$ cat config.mk
export PLATFORM = sky130hd
export DESIGN_NAME = demux14_router
export DESIGN_NICKNAME = d
export VERILOG_FILES = /design/src/rtl/demux14_router.sv
export SDC_FILE = /design/constraint.sdc
export NUM_CORES = 1
export LEC_CHECK = 0
export BUFFER_PORTS_ARGS = -buffer_cell sky130_fd_sc_hd__buf_2
export CORE_MARGIN = 4
export CORE_UTILIZATION = 30
export DETAILED_ROUTE_END_ITERATION = 10
export PLACE_DENSITY = 0.56
export SYNTH_ARGS = -nofsm -noshare
export SYNTH_HDL_FRONTEND = slang
export SYNTH_SLANG_ARGS = --single-unit
$ cat constraint.sdc
create_clock -name clk -period 2.3 [get_ports clk]
set_clock_uncertainty 0.05 [all_clocks]
set_input_delay 0.115 -clock clk [delete_from_list [all_inputs] [get_ports clk]]
set_output_delay 0.115 -clock clk [all_outputs]
set_load 0.03 [all_outputs]
$ cat src/rtl/demux14_router.sv
// 1-to-4 steering block: each source word lands in one channel holding register,
// or in all four at once on broadcast, with independent valid/ready per channel.

module demux14_chan #(
    parameter int WIDTH = 16
) (
    input  logic             clk,
    input  logic             rst_n,
    input  logic             wr_en,
    input  logic [WIDTH-1:0] wr_data,
    input  logic             rd_ready,
    output logic             can_accept,
    output logic             valid,
    output logic [WIDTH-1:0] data
);
    logic             valid_q, valid_d;
    logic [WIDTH-1:0] data_q, data_d;

    // A write landing in the same cycle as a drain wins, so the channel sustains one word per cycle.
    always_comb begin
        valid_d = valid_q;
        data_d  = data_q;
        if (wr_en) begin
            valid_d = 1'b1;
            data_d  = wr_data;
        end else if (rd_ready) begin
            valid_d = 1'b0;
        end
    end

    always_ff @(posedge clk) begin
        if (!rst_n) begin
            valid_q <= 1'b0;
            data_q  <= '0;
        end else begin
            valid_q <= valid_d;
            data_q  <= data_d;
        end
    end

    assign can_accept = !valid_q || rd_ready;
    assign valid      = valid_q;
    assign data       = data_q;
endmodule

module demux14_router #(
    parameter int WIDTH = 16,
    parameter int CNT_W = 16
) (
    input  logic             clk,
    input  logic             rst_n,
    input  logic             in_valid,
    output logic             in_ready,
    input  logic [WIDTH-1:0] in_data,
    input  logic [1:0]       in_sel,
    input  logic             in_bcast,
    output logic [3:0]       out_valid,
    input  logic [3:0]       out_ready,
    output logic [WIDTH-1:0] out_data_0,
    output logic [WIDTH-1:0] out_data_1,
    output logic [WIDTH-1:0] out_data_2,
    output logic [WIDTH-1:0] out_data_3,
    output logic [CNT_W-1:0] xfer_count
);
    localparam int NUM_CH = 4;

    typedef struct packed {
        logic [WIDTH-1:0] data;
        logic [1:0]       sel;
        logic             bcast;
    } req_t;

    req_t                           req;
    logic [NUM_CH-1:0]              can;
    logic [NUM_CH-1:0]              wr_en;
    logic [NUM_CH-1:0][WIDTH-1:0]   ch_data;
    logic                           accept;
    logic [CNT_W-1:0]               cnt_q, cnt_d;

    assign req = '{data: in_data, sel: in_sel, bcast: in_bcast};

    // in_ready deliberately ignores in_valid so the producer can look ahead.
    always_comb begin
        in_ready = req.bcast ? (&can) : can[req.sel];
    end

    assign accept = in_valid && in_ready;

    always_comb begin
        wr_en = '0;
        for (int k = 0; k < NUM_CH; k++) begin
            wr_en[k] = accept && (req.bcast || (req.sel == 2'(k)));
        end
    end

    genvar g;
    generate
        for (g = 0; g < NUM_CH; g++) begin : g_ch
            demux14_chan #(.WIDTH(WIDTH)) u_chan (
                .clk        (clk),
                .rst_n      (rst_n),
                .wr_en      (wr_en[g]),
                .wr_data    (req.data),
                .rd_ready   (out_ready[g]),
                .can_accept (can[g]),
                .valid      (out_valid[g]),
                .data       (ch_data[g])
            );
        end
    endgenerate

    // A broadcast is one accepted word, so it counts once.
    always_comb begin
        cnt_d = cnt_q;
        if (accept) cnt_d = cnt_q + CNT_W'(1);
    end

    always_ff @(posedge clk) begin
        if (!rst_n) cnt_q <= '0;
        else        cnt_q <= cnt_d;
    end

    assign xfer_count = cnt_q;
    assign out_data_0 = ch_data[0];
    assign out_data_1 = ch_data[1];
    assign out_data_2 = ch_data[2];
    assign out_data_3 = ch_data[3];
endmodule

==> impl_summary.md, run 1 <==
Synthesis
The mapped netlist covers 3369 um^2. Of the post-synthesis cell area, the dominant cell type holds 0.4991. By area the synthesized netlist is led by dfxtp_1 (50%), mux2i_1 (19%), nand2_1 (9.7%).

Yosys printed 0 warnings. The number of nets produced by synthesis is 381. Among all cell types in the netlist, the one instantiated most often is nand2_1.

The synthesized design spends more area on one cell type than any other, namely dfxtp_1. By count the netlist is led by nand2_1 (87), dfxtp_1 (84), mux2i_1 (64), a21oi_1 (16), clkbuf_1 (12). For this run, asynchronously set or reset flops after synthesis account for 0. Of the synthesized area, sequential elements account for 0.4991. In the synthesized netlist the dominant register cell turns out to be dfxtp_1. The flip-flop and latch count after synthesis is 84. Dividing the synthesized area by the synthesized cell count gives 9.518 um^2. Counting flops with a built-in enable in the synthesized netlist gives 0. After synthesis, the netlist uses 32 different library cells.

Synthesis produced 354 cells.

Clock tree
The clock input transition at the sequential cells of the worst setup and hold paths is 60 ps. After clock tree synthesis, the repair step resized 0 gates. The clock latency on the worst-skew pair is 340 ps.

The clock tree root buffer cell is clkbuf_16. The maximum root-to-sink buffer count is 2. Counting the buffers created by CTS gives 9. Clock tree synthesis found a total of 84 sinks.

The count of hold-fix buffers inserted at cts is 0. TritonCTS built the clock tree. The total setup buffers inserted after CTS is 0.

The H-tree was split into 3 levels.

Global route
The global-route wire length before repair is 14,810 um. The number of global-route vias before repair came to 2,880. The sum of overflow across all layers after global routing is 0. Entering global routing, the biggest net connects 89 pins. The initial antenna violation count is 1.

In the global route stage, overall resource usage came out at 0.1444.

Floorplan
In this run the core area contains 38 standard-cell rows. The floorplan step defined a die boundary enclosing 12,990 um^2. The height of the die is 114.0 um. The I/O pin count is 111. The core region is 10,940 um^2. The die is 114.0 um wide. The effective utilization at floorplan is 0.3081.

Critical path
At the worst endpoint, the arrival time is between 1500 and 2000 ps. The worst setup path is launched from a register. The highest fanout seen on the critical path is 4.

The data required time of the worst path is 2130 ps. The critical path in this run is classified as reg -> out. The capturing element type of the critical path is a primary output.

Timing
The number of hold-slack violations in the final timing report was 0. The headroom to the max-slew limit is 0.6986. The worst path needs a little over 2000 ps of the cycle, external delays included. The fmax is 491.5 MHz. The final max-slew violation count is 0. The setup TNS is 0 ps.

The period utilization is 0.8846. Setup violations remaining at the end of the flow were counted as 0. The slew at the pin closest to its max-slew limit is ~450 ps. Setup repair after global routing left no endpoint under its margin.

Pwr
The power per cell area is 811.7 nW/um^2. Across the VDD grid, the largest voltage drop is 0.0004016 V. The reported leakage power is 0.001939 uW.

Power comes to 3551 uW.

Routing
After detailed routing, the total wire length is 9124 um. For this run, design rule violations remaining after detail routing come to 0. The number of search-and-repair iterations in the first detailed-routing pass is 4. Across all layers, the routed design uses 2,819 vias. The residual antenna-violating net count after detailed routing is 0. After detailed routing, the average wire length per cell comes to 15.08 um. The detailed router's first-iteration violation count is 125.

In the routed layout, each cell is associated on average with a via count of about 4.7.

Placed design
Once placement finished, the instance area stood at between 4000 and 5000 um^2. The routability congestion estimate is 0.7428. The number of I/O port buffers is 110. The estimated wirelength of the detail-placed design is 6418 um. Counting tap cells, the placed design contains a total of 589 instances.

Finish
In the final layout, the share of cells above drive strength 1 is 0.2989. The post-layout instance count excluding filler cells is slightly above 600. The number of antenna diodes in the final layout is 0. The filler cell count in the final layout is 1,106. The cell area after layout is 4374 um^2. From synthesis to final layout, the design area changed by 29.82%. The number of nets in the layout is 487.

Run status
The run finished with clean final reports.

Min path
The kind of path behind the tightest hold check is in -> reg.

Job
The max-cap violation count is 0.
[worst max-delay path, stage by stage (launching register included)]
cell and delay [ps]:
dfxtp_1 300, nor2b_1 180, o32ai_2 360, nand2_1 90, a221oi_1 320, buf_2 270
[state kept, by name, indices dropped and copies added, names as in the netlist]
| name | count |
|---|---|
| g_ch.u_chan.valid | 4 |
| g_ch.u_chan.data | 64 |
| xfer_count | 16 |
[layout make-up]
class | instances | area (um^2) | share of cell area
Sequential cell | 84 | 1682 | 0.3844
Multi-Input combinational cell | 237 | 1529 | 0.3495
Timing Repair Buffer | 118 | 673.1 | 0.1539
Clock buffer | 11 | 242.7 | 0.05549
Tap cell | 140 | 175.2 | 0.04005
Inverter | 10 | 37.54 | 0.008581
Clock inverter | 5 | 35.03 | 0.008009
[metrics by stage]
step	util	setup slack, ps	hold WS, ps
4_1_cts	0.4000	220.5	54.47
2_1_floorplan	-	341.8	273.0
3_5_place_dp	0.3746	341.1	394.4
3_3_place_gp	0.3746	374.4	390.1
5_1_grt	0.4000	111.5	63.38
6_report	0.4000	265.5	65.18
[path summary, 6_finish.rpt]
path | depth (start not counted) | endpoint | startpoint | slack [ps]
max | 5 | in_ready | g_ch[2].u_chan.valid$_SDFFE_PN0P_ | 270
min | 3 | g_ch[0].u_chan.data[7]$_SDFFE_PN0P_ | in_data[7] | 70
max reg2reg | 7 | g_ch[3].u_chan.data[4]$_SDFFE_PN0P_ | g_ch[2].u_chan.valid$_SDFFE_PN0P_ | 320
min reg2reg | 2 | g_ch[1].u_chan.data[3]$_SDFFE_PN0P_ | g_ch[1].u_chan.data[3]$_SDFFE_PN0P_ | 410
[power breakdown]
group / total [uW] / switching, uW / internal (uW) / leakage, uW
sequential: 1590 / 49.4 / 1540 / 0.000686
combinational: 601 / 398 / 202 / 0.00112
clock: 1360 / 594 / 763 / 0.000136
[logic make-up (layout without fill, tap and decap cells)]
kind of cell    Yosys count  after routing  synth area share
compound gates           39             39           0.07650
xor+xnor                  1              1          0.002600
fa+ha+maj                 1              1          0.003713
buf+inv                  33            144           0.04716
flops                    84             84            0.4991
mux                      64             64            0.1901
simple gates            132            132            0.1808
[layout by cell type (no fill, tap or decap), types with 2 or more instances in the layout]
| cell type | n |
|---|---|
| a21oi_1 | 16 |
| and3_1 | 2 |
| a21o_1 | 2 |
| nor3_1 | 2 |
| inv_1 | 10 |
| clkbuf_16 | 9 |
| o21ai_1 | 5 |
| nor2b_1 | 5 |
| clkinv_2 | 2 |
| dfxtp_1 | 84 |
| buf_12 | 5 |
| buf_4 | 3 |
| nand3_1 | 10 |
| or4_1 | 6 |
| o31ai_1 | 6 |
| mux2i_1 | 64 |
| o21a_1 | 5 |
| nand4_1 | 2 |
| nor2_4 | 4 |
| nor2_1 | 7 |
| or3_1 | 4 |
| nand2_1 | 87 |
| buf_2 | 110 |
[routing by layer]
layer	track usage	wire length, um
met1	0.1793	4130
met2	0.2205	4057
met3	0.07639	856
met4	0.03642	72
met5	0	7
No activity file was read; power rests on OpenSTA's default activity.
==> inputs of run 2 (changes only) <==
==> constraint.sdc (replaced) <==
create_clock -name clk -period 2.3 [get_ports clk]
set_clock_uncertainty 0.05 [all_clocks]
set_input_delay 0.575 -clock clk [delete_from_list [all_inputs] [get_ports clk]]
set_output_delay 0.575 -clock clk [all_outputs]
set_load 0.03 [all_outputs]
==> run 2 against run 1 <==
Compared with the run above: the run now ends with setup timing left; sequential cell count unchanged; first-iteration DRC count increased by 24%; worst hold slack improved by 340 ps; sequential power about the same; final area increased by 2.4%; non-clock buffer count increased by 10; total power increased by 2.8%; setup slack got worse by 270 ps; combinational power about the same; final cell count increased by 1.7%; highest routed layer is now met4.
==> impl_summary.md, run 2 (synthesis results as in run 1) <==
Run status
The flow ran to the end, but the final reports show violations. The checks that failed: setup timing.

Critical path
The sum of buffers and inverters on the critical path was 3 (+2). The worst endpoint data arrival time is 1680 ps (-190 ps). Counting stages on the worst path, the most repeated cell is buf_4. The critical path goes through buf_2 -> buf_4 -> nor4b_2 -> o32ai_4 -> nand2_1 -> a221oi_2 -> buf_4. The data required time of the worst path is 1670 ps (-460 ps).

The slowest cell on the critical path is nor4b_2. The peak per-stage delay on the critical path is 360 ps (about the same). STA classifies the critical path endpoint as a primary output. The worst setup path is launched from a primary input. The highest fanout seen on the critical path is 4 (unchanged). Grouping stages by cell kind, the critical path spends the most delay in simple AND/OR/NAND/NOR gates. The worst setup path is of the in -> out kind.

Timing
The clock period minus final worst setup slack is 2308 ps (+273.2 ps). The setup TNS came to -7.722 ps (-7.722 ps). The slew at the pin closest to its max-slew limit is 689.4 ps (+237.7 ps). The number of hold-slack violations in the final timing report is 0 (unchanged). The headroom to the max-slew limit came to 0.5393 (-0.1592). The fmax is 433.3 MHz (-12%).

Setup repair after global routing could not meet its margin everywhere. The final max-slew violation count is 0 (unchanged). The period utilization was 1.003 (+0.1188).

The final count of negative-setup-slack endpoints is 1 (+1). The minimum setup slack in the final design is -7.722 ps (-273.2 ps).

Global route
The initial antenna violation count came to 0 (-1). The pin count of the biggest net entering global routing is 89 (unchanged). The global-route wire length before repair is 14,150 um (-4.5%). The number of global-route vias before repair came to 2,878 (-0.069%). The total routing usage reported by global routing is 0.1365 (-0.007895).

The sum of overflow across all layers after global routing is 0 (unchanged).

Min path
The kind of path behind the tightest hold check is reg -> reg.

Finish
The number of nets in the layout is 497 (+2.1%). In the layout the commonest cells are buf_2 (109), nand2_1 (87), dfxtp_1 (83), mux2i_1 (64), buf_4 (18). The area taken by flip-flops and latches is 1683 um^2 (about the same). The area added between synthesis and finish is 32.90%. The flip-flop count of the largest register after layout is 64 (unchanged). The count of inserted antenna diode cells came to 0 (unchanged). The fraction of layout instances using a drive strength above 1 is 0.3284 (+0.02950). The filler cell count in the final layout is 1,121 (+1.4%).

The area of the multi-input gates came to 1582 um^2 (+3.4%). The leading cell type in the layout, fill and taps excluded is buf_2.

Clock tree
The maximum level of the CTS H-tree is 3 (unchanged). The CTS tree is built. The total clock sinks is 84 (unchanged).

The number of buffers created by CTS is 9 (unchanged). The maximum root-to-sink buffer count is 2 (unchanged). The clock latency on the worst-skew pair is 330 ps (about the same).

The clock tree root buffer cell is clkbuf_16. The clock input transition at the sequential cells of the worst setup and hold paths is 60 ps (about the same).

Floorplan
The number of standard-cell rows in the floorplan was 38 (unchanged). The I/O pin count is 111 (unchanged). The floorplan die area is 12,990 um^2 (unchanged). The effective utilization at floorplan is 0.3081 (unchanged).

The overall die width came to 114.0 um (unchanged). The placeable core region is 10,940 um^2 (unchanged). The height of the die came to 114.0 um (unchanged).

Placed design
The estimated wirelength of the detail-placed design came to 6195 um (-3.5%). The post-placement worst setup slack is -179.1 ps (-520.2 ps). The number of I/O port buffers came to 110 (unchanged). The routability congestion estimate is 0.7731 (+4.1%).

Routing
The residual antenna-violating net count after detailed routing is 0 (unchanged). The detailed router's first-iteration violation count is 155 (+24%). The number of search-and-repair iterations in the first detailed-routing pass is 4 (unchanged). The final routed wire length divided by cell count was 14.26 um (-5.4%).

The number of design rule violations left after detail routing is 0 (unchanged). The vias after detailed routing is 2,863 (+1.6%). The total length of routed wires is 8770 um (-3.9%). The post-detailed-route via-to-cell ratio came to 4.655 (about the same).

Pwr
The maximum resistive drop on vdd is 0.0003763 V (-6.3%). The reported leakage power is 0.001988 uW (+2.5%). The power per cell area came to 815.3 nW/um^2 (+0.44%).

Job
The max-cap violation count is 0 (unchanged).
==> run 2: cell count changes in the layout (fill, tap and decap cells not counted), sizes merged <==
cell | previous run | this run
clkinv | 3 | 1
clkbuf | 11 | 10
inv | 11 | 12
clkinvlp | 1 | 2
bufinv | 0 | 1
buf | 118 | 128
==> run 2: what timing repair did <==
action	CTS	global route
gates cloned	0	0
hold buffers	0	0
pin swaps	1	1
resized for setup	8	3
setup buffers	1	0
endpoints found under the setup margin	1	1
==> run 2: path summary, 6_finish.rpt <==
path | slack [ps] | depth (start not counted) | endpoint | startpoint
min | 410 | 2 | g_ch[0].u_chan.data[6]$_SDFFE_PN0P_ | g_ch[0].u_chan.data[6]$_SDFFE_PN0P_
min reg2reg | 410 | 2 | g_ch[0].u_chan.data[6]$_SDFFE_PN0P_ | g_ch[0].u_chan.data[6]$_SDFFE_PN0P_
max reg2reg | 180 | 6 | g_ch[2].u_chan.data[14]$_SDFFE_PN0P_ | g_ch[1].u_chan.valid$_SDFFE_PN0P_
max | -8 | 7 | in_ready | in_sel[0]
==> run 2: through the flow <==
step	instances	instance area (um^2)	hold slack, ps	utilization	power, uW
2_1_floorplan	354	3376	533.0	-	2033
3_3_place_gp	598	4120	389.2	0.3768	2215
3_5_place_dp	598	4120	394.3	0.3768	2223
4_1_cts	615	4454	408.4	0.4073	3699
5_1_grt	615	4478	424.5	0.4095	3813
6_report	615	4478	405.3	0.4095	3651
==> run 2: tightest hold or removal path: cells and delay by family (launching register included) <==
family / cells / cell delay [ps]
muxes: 1 / 50
and+or+nand+nor: 1 / 50
DFF: 1 / 310
==> run 2: report_power, final <==
group	total [uW]	leakage [uW]	switching, uW	internal (uW)
combinational	602	0.00116	397	205
sequential	1590	0.000686	51.1	1540
clock	1450	0.000140	604	851
==> run 2: area by class of cell <==
class / instances / area share
clock buffer: 10 / 0.05113
clock inverter: 6 / 0.01593
multi-input combinational: 237 / 0.3532
timing repair buffer: 128 / 0.1565
inverter: 10 / 0.008382
sequential: 84 / 0.3758
tap: 140 / 0.03912
==> run 2: metal layers <==
| layer | vias up | global-route usage | wire length (um) |
|---|---|---|---|
| li1 | 1440 | - | - |
| met1 | 1326 | 0.1717 | 3945 |
| met2 | 86 | 0.2092 | 3910 |
| met3 | 11 | 0.05729 | 818 |
| met4 | 0 | 0.04988 | 96 |
| met5 | - | 0 | 0 |
==> inputs of run 3 (changes only) <==
==> constraint.sdc (replaced) <==
create_clock -name clk -period 2.4 [get_ports clk]
set_clock_uncertainty 0.05 [all_clocks]
set_input_delay 0.6 -clock clk [delete_from_list [all_inputs] [get_ports clk]]
set_output_delay 0.6 -clock clk [all_outputs]
set_load 0.03 [all_outputs]
==> run 3 against run 2 <==
Compared with the run above: the flow now finishes without violations; setup slack improved by 90 ps; final area about the same; sequential share of layout area about the same; register-to-register slack improved by 110 ps; die area unchanged.
==> impl_summary.md, run 3 (synthesis results as in run 1) <==
Timing
The number of hold-slack violations in the final timing report is 0 (unchanged). The setup TNS is 0 ps (+7.722 ps). The post-route worst hold slack is 400.6 ps (-4.676 ps). Subtracting the final worst setup slack from the clock period gives between 2000 and 2500 ps. The final count of negative-setup-slack endpoints is 0 (-1). The period utilization is 0.9659. The headroom to the max-slew limit is 0.5217 (-0.01769). The final max-slew violation count is 0 (unchanged).

The slew at the pin closest to its max-slew limit is 715.8 ps (+26.47 ps). Based on the critical path, the design can be clocked at up to about 430 MHz.

Clock tree
The clock latency on the worst-skew pair is 330 ps (about the same). TritonCTS built the clock tree. The total clock sinks is 84 (unchanged). The number of buffers created by CTS is 9 (unchanged). The maximum level of the CTS H-tree is 3 (unchanged). The clock tree root buffer cell is clkbuf_16. The clock input transition at the sequential cells of the worst setup and hold paths was 60 ps (about the same). The count of hold-fix buffers inserted at cts is 0 (unchanged). The maximum root-to-sink buffer count was 2 (unchanged).

Finish
The count of inserted antenna diode cells is 0 (unchanged). The filler cell count in the final layout came to 1,129 (+0.71%). The leading cell type in the layout, fill and taps excluded is buf_2. The area added between synthesis and finish is 32.83% (about the same). The flip-flop count of the largest register after layout was 64 (unchanged). Leaving out fill and tap cells, the most frequent cells in the layout are buf_2 (108), nand2_1 (87), dfxtp_1 (82), mux2i_1 (64), a21oi_1 (16). The fraction of layout instances using a drive strength above 1 is 0.3270 (-0.001457). The number of nets in the layout was 493 (-0.80%).

The cell area after layout was 4476 um^2 (about the same).

Pwr
The power per cell area is 788.8 nW/um^2 (-3.2%). The maximum resistive drop on vdd is 0.0003771 V (+0.20%). The reported leakage power is 0.001988 uW (about the same).

Critical path
The signal on the critical path passes through buf_8 -> nor4bb_4 -> a31oi_1 -> nand2_1 -> a221oi_2 -> buf_4. The slowest stage of the critical path belongs to the cell a221oi_2. The data required time of the worst path is 1750 ps (+80 ps).

The capturing element type of the critical path is a primary output. The peak per-stage delay on the critical path is 260 ps (-100 ps). The minimum setup slack among reg-to-reg paths is 290 ps (+110 ps). The kind of cell adding the most delay to the critical path is compound AO/OA/AOI/OAI gates. The worst endpoint data arrival time is 1670 ps (about the same). The sum of buffers and inverters on the critical path was 2 (-1). The sort of element at the start of the critical path is a primary input.

The highest fanout seen on the critical path is 7 (+3). The critical path is of the in -> out type.

Floorplan
The floorplan die area is 12,990 um^2 (unchanged). The I/O pin count is 111 (unchanged). The overall die width is 114.0 um (unchanged). The placeable core region is 10,940 um^2 (unchanged).

The height of the die came to 114.0 um (unchanged). The number of standard-cell rows in the floorplan came to 38 (unchanged). The effective utilization at floorplan is 0.3081 (unchanged).

Global route
The global routing stage identified its most utilized layer as met2. The initial antenna violation count is 0 (unchanged). The routing usage on met3 is 0.04881 (-0.008488). The number of global-route vias before repair is 2,889 (+0.38%).

The met2 usage in global routing is 0.2143 (+0.005074). The global-route wire length before repair was 14,580 um (+3.0%). The total routing usage reported by global routing is 0.1408 (+0.004312).

The met1 demand-to-capacity share in global routing is 0.1818 (+0.01012). The sum of overflow across all layers after global routing came to 0 (unchanged). The pin count of the biggest net entering global routing is 89 (unchanged).

Routing
The total length of routed wires was 8954 um (+2.1%). The number of design rule violations left after detail routing came to 0 (unchanged). The detailed router's first-iteration violation count is 164 (+5.8%). The residual antenna-violating net count after detailed routing was 0 (unchanged).

The final routed wire length divided by cell count came to 14.65 um (+2.8%). The post-detailed-route via-to-cell ratio is 4.714 (+1.3%). The number of search-and-repair iterations in the first detailed-routing pass is 4 (unchanged). The vias after detailed routing was 2,880 (+0.59%).

Placed design
The estimated wirelength of the detail-placed design is 6201 um (about the same). The area of placed instances is 4083 um^2 (-0.91%). The routability congestion estimate came to 0.7547 (-2.4%). The number of I/O port buffers is 110 (unchanged).

Min path
The kind of path behind the tightest hold check is reg -> reg.

Job
The max-cap violation count is 0 (unchanged).

Run status
The run finished with clean final reports.
## run 3: final cells by class
type	count	area (um^2)	area share
clock buffers	10	239.0	0.05340
clock inverters	6	68.82	0.01538
inverters	10	37.54	0.008387
multi-input cells	237	1590	0.3553
flip-flops and latches	84	1684	0.3763
well taps	140	175.2	0.03914
repair buffers	124	680.7	0.1521
## run 3: worst min-delay path: cells and delay by family (launching register included)
family           cells  cell delay [ps]
flip-flops           1              300
AND/OR/NAND/NOR      1               50
multiplexers         1               50
## run 3: worst paths after layout
path                                        from                                  end  depth (start not counted)
max                                    in_sel[0]                             in_ready                          6
min          g_ch[1].u_chan.data[2]$_SDFFE_PN0P_  g_ch[1].u_chan.data[2]$_SDFFE_PN0P_                          2
max reg2reg    g_ch[1].u_chan.valid$_SDFFE_PN0P_  g_ch[0].u_chan.data[2]$_SDFFE_PN0P_                          6
min reg2reg  g_ch[1].u_chan.data[2]$_SDFFE_PN0P_  g_ch[1].u_chan.data[2]$_SDFFE_PN0P_                          2
## run 3: what timing repair did
action	CTS	global route
pin swaps	1	2
endpoints found under the hold margin	0	0
resized for setup	2	15
buffers inserted	1	1
setup endpoints to repair	1	1
## run 3: metal layers
metal	wire [um]	share of wire	vias to the layer above
met2	4137	0.46	96
met4	102	0.011	0
met1	3930	0.44	1338
li1	-	-	1438
met3	784	0.088	8
met5	0	0	-
## run 3: per-stage QoR
stage	total power, uW	std cells	util	setup WS [ps]
after floorplan	1948	354	-	184.9
after global placement	2118	593	0.3733	-39.13
after detailed placement	2126	593	0.3733	-99.43
after CTS	3575	610	0.4026	1.467
after global routing	3696	611	0.4093	-6.801
final	3530	611	0.4093	81.90
## run 3: where the power goes
group | internal (uW) | switching [uW]
sequential | 1480 | 48.4
clock | 842 | 584
combinational | 195 | 382
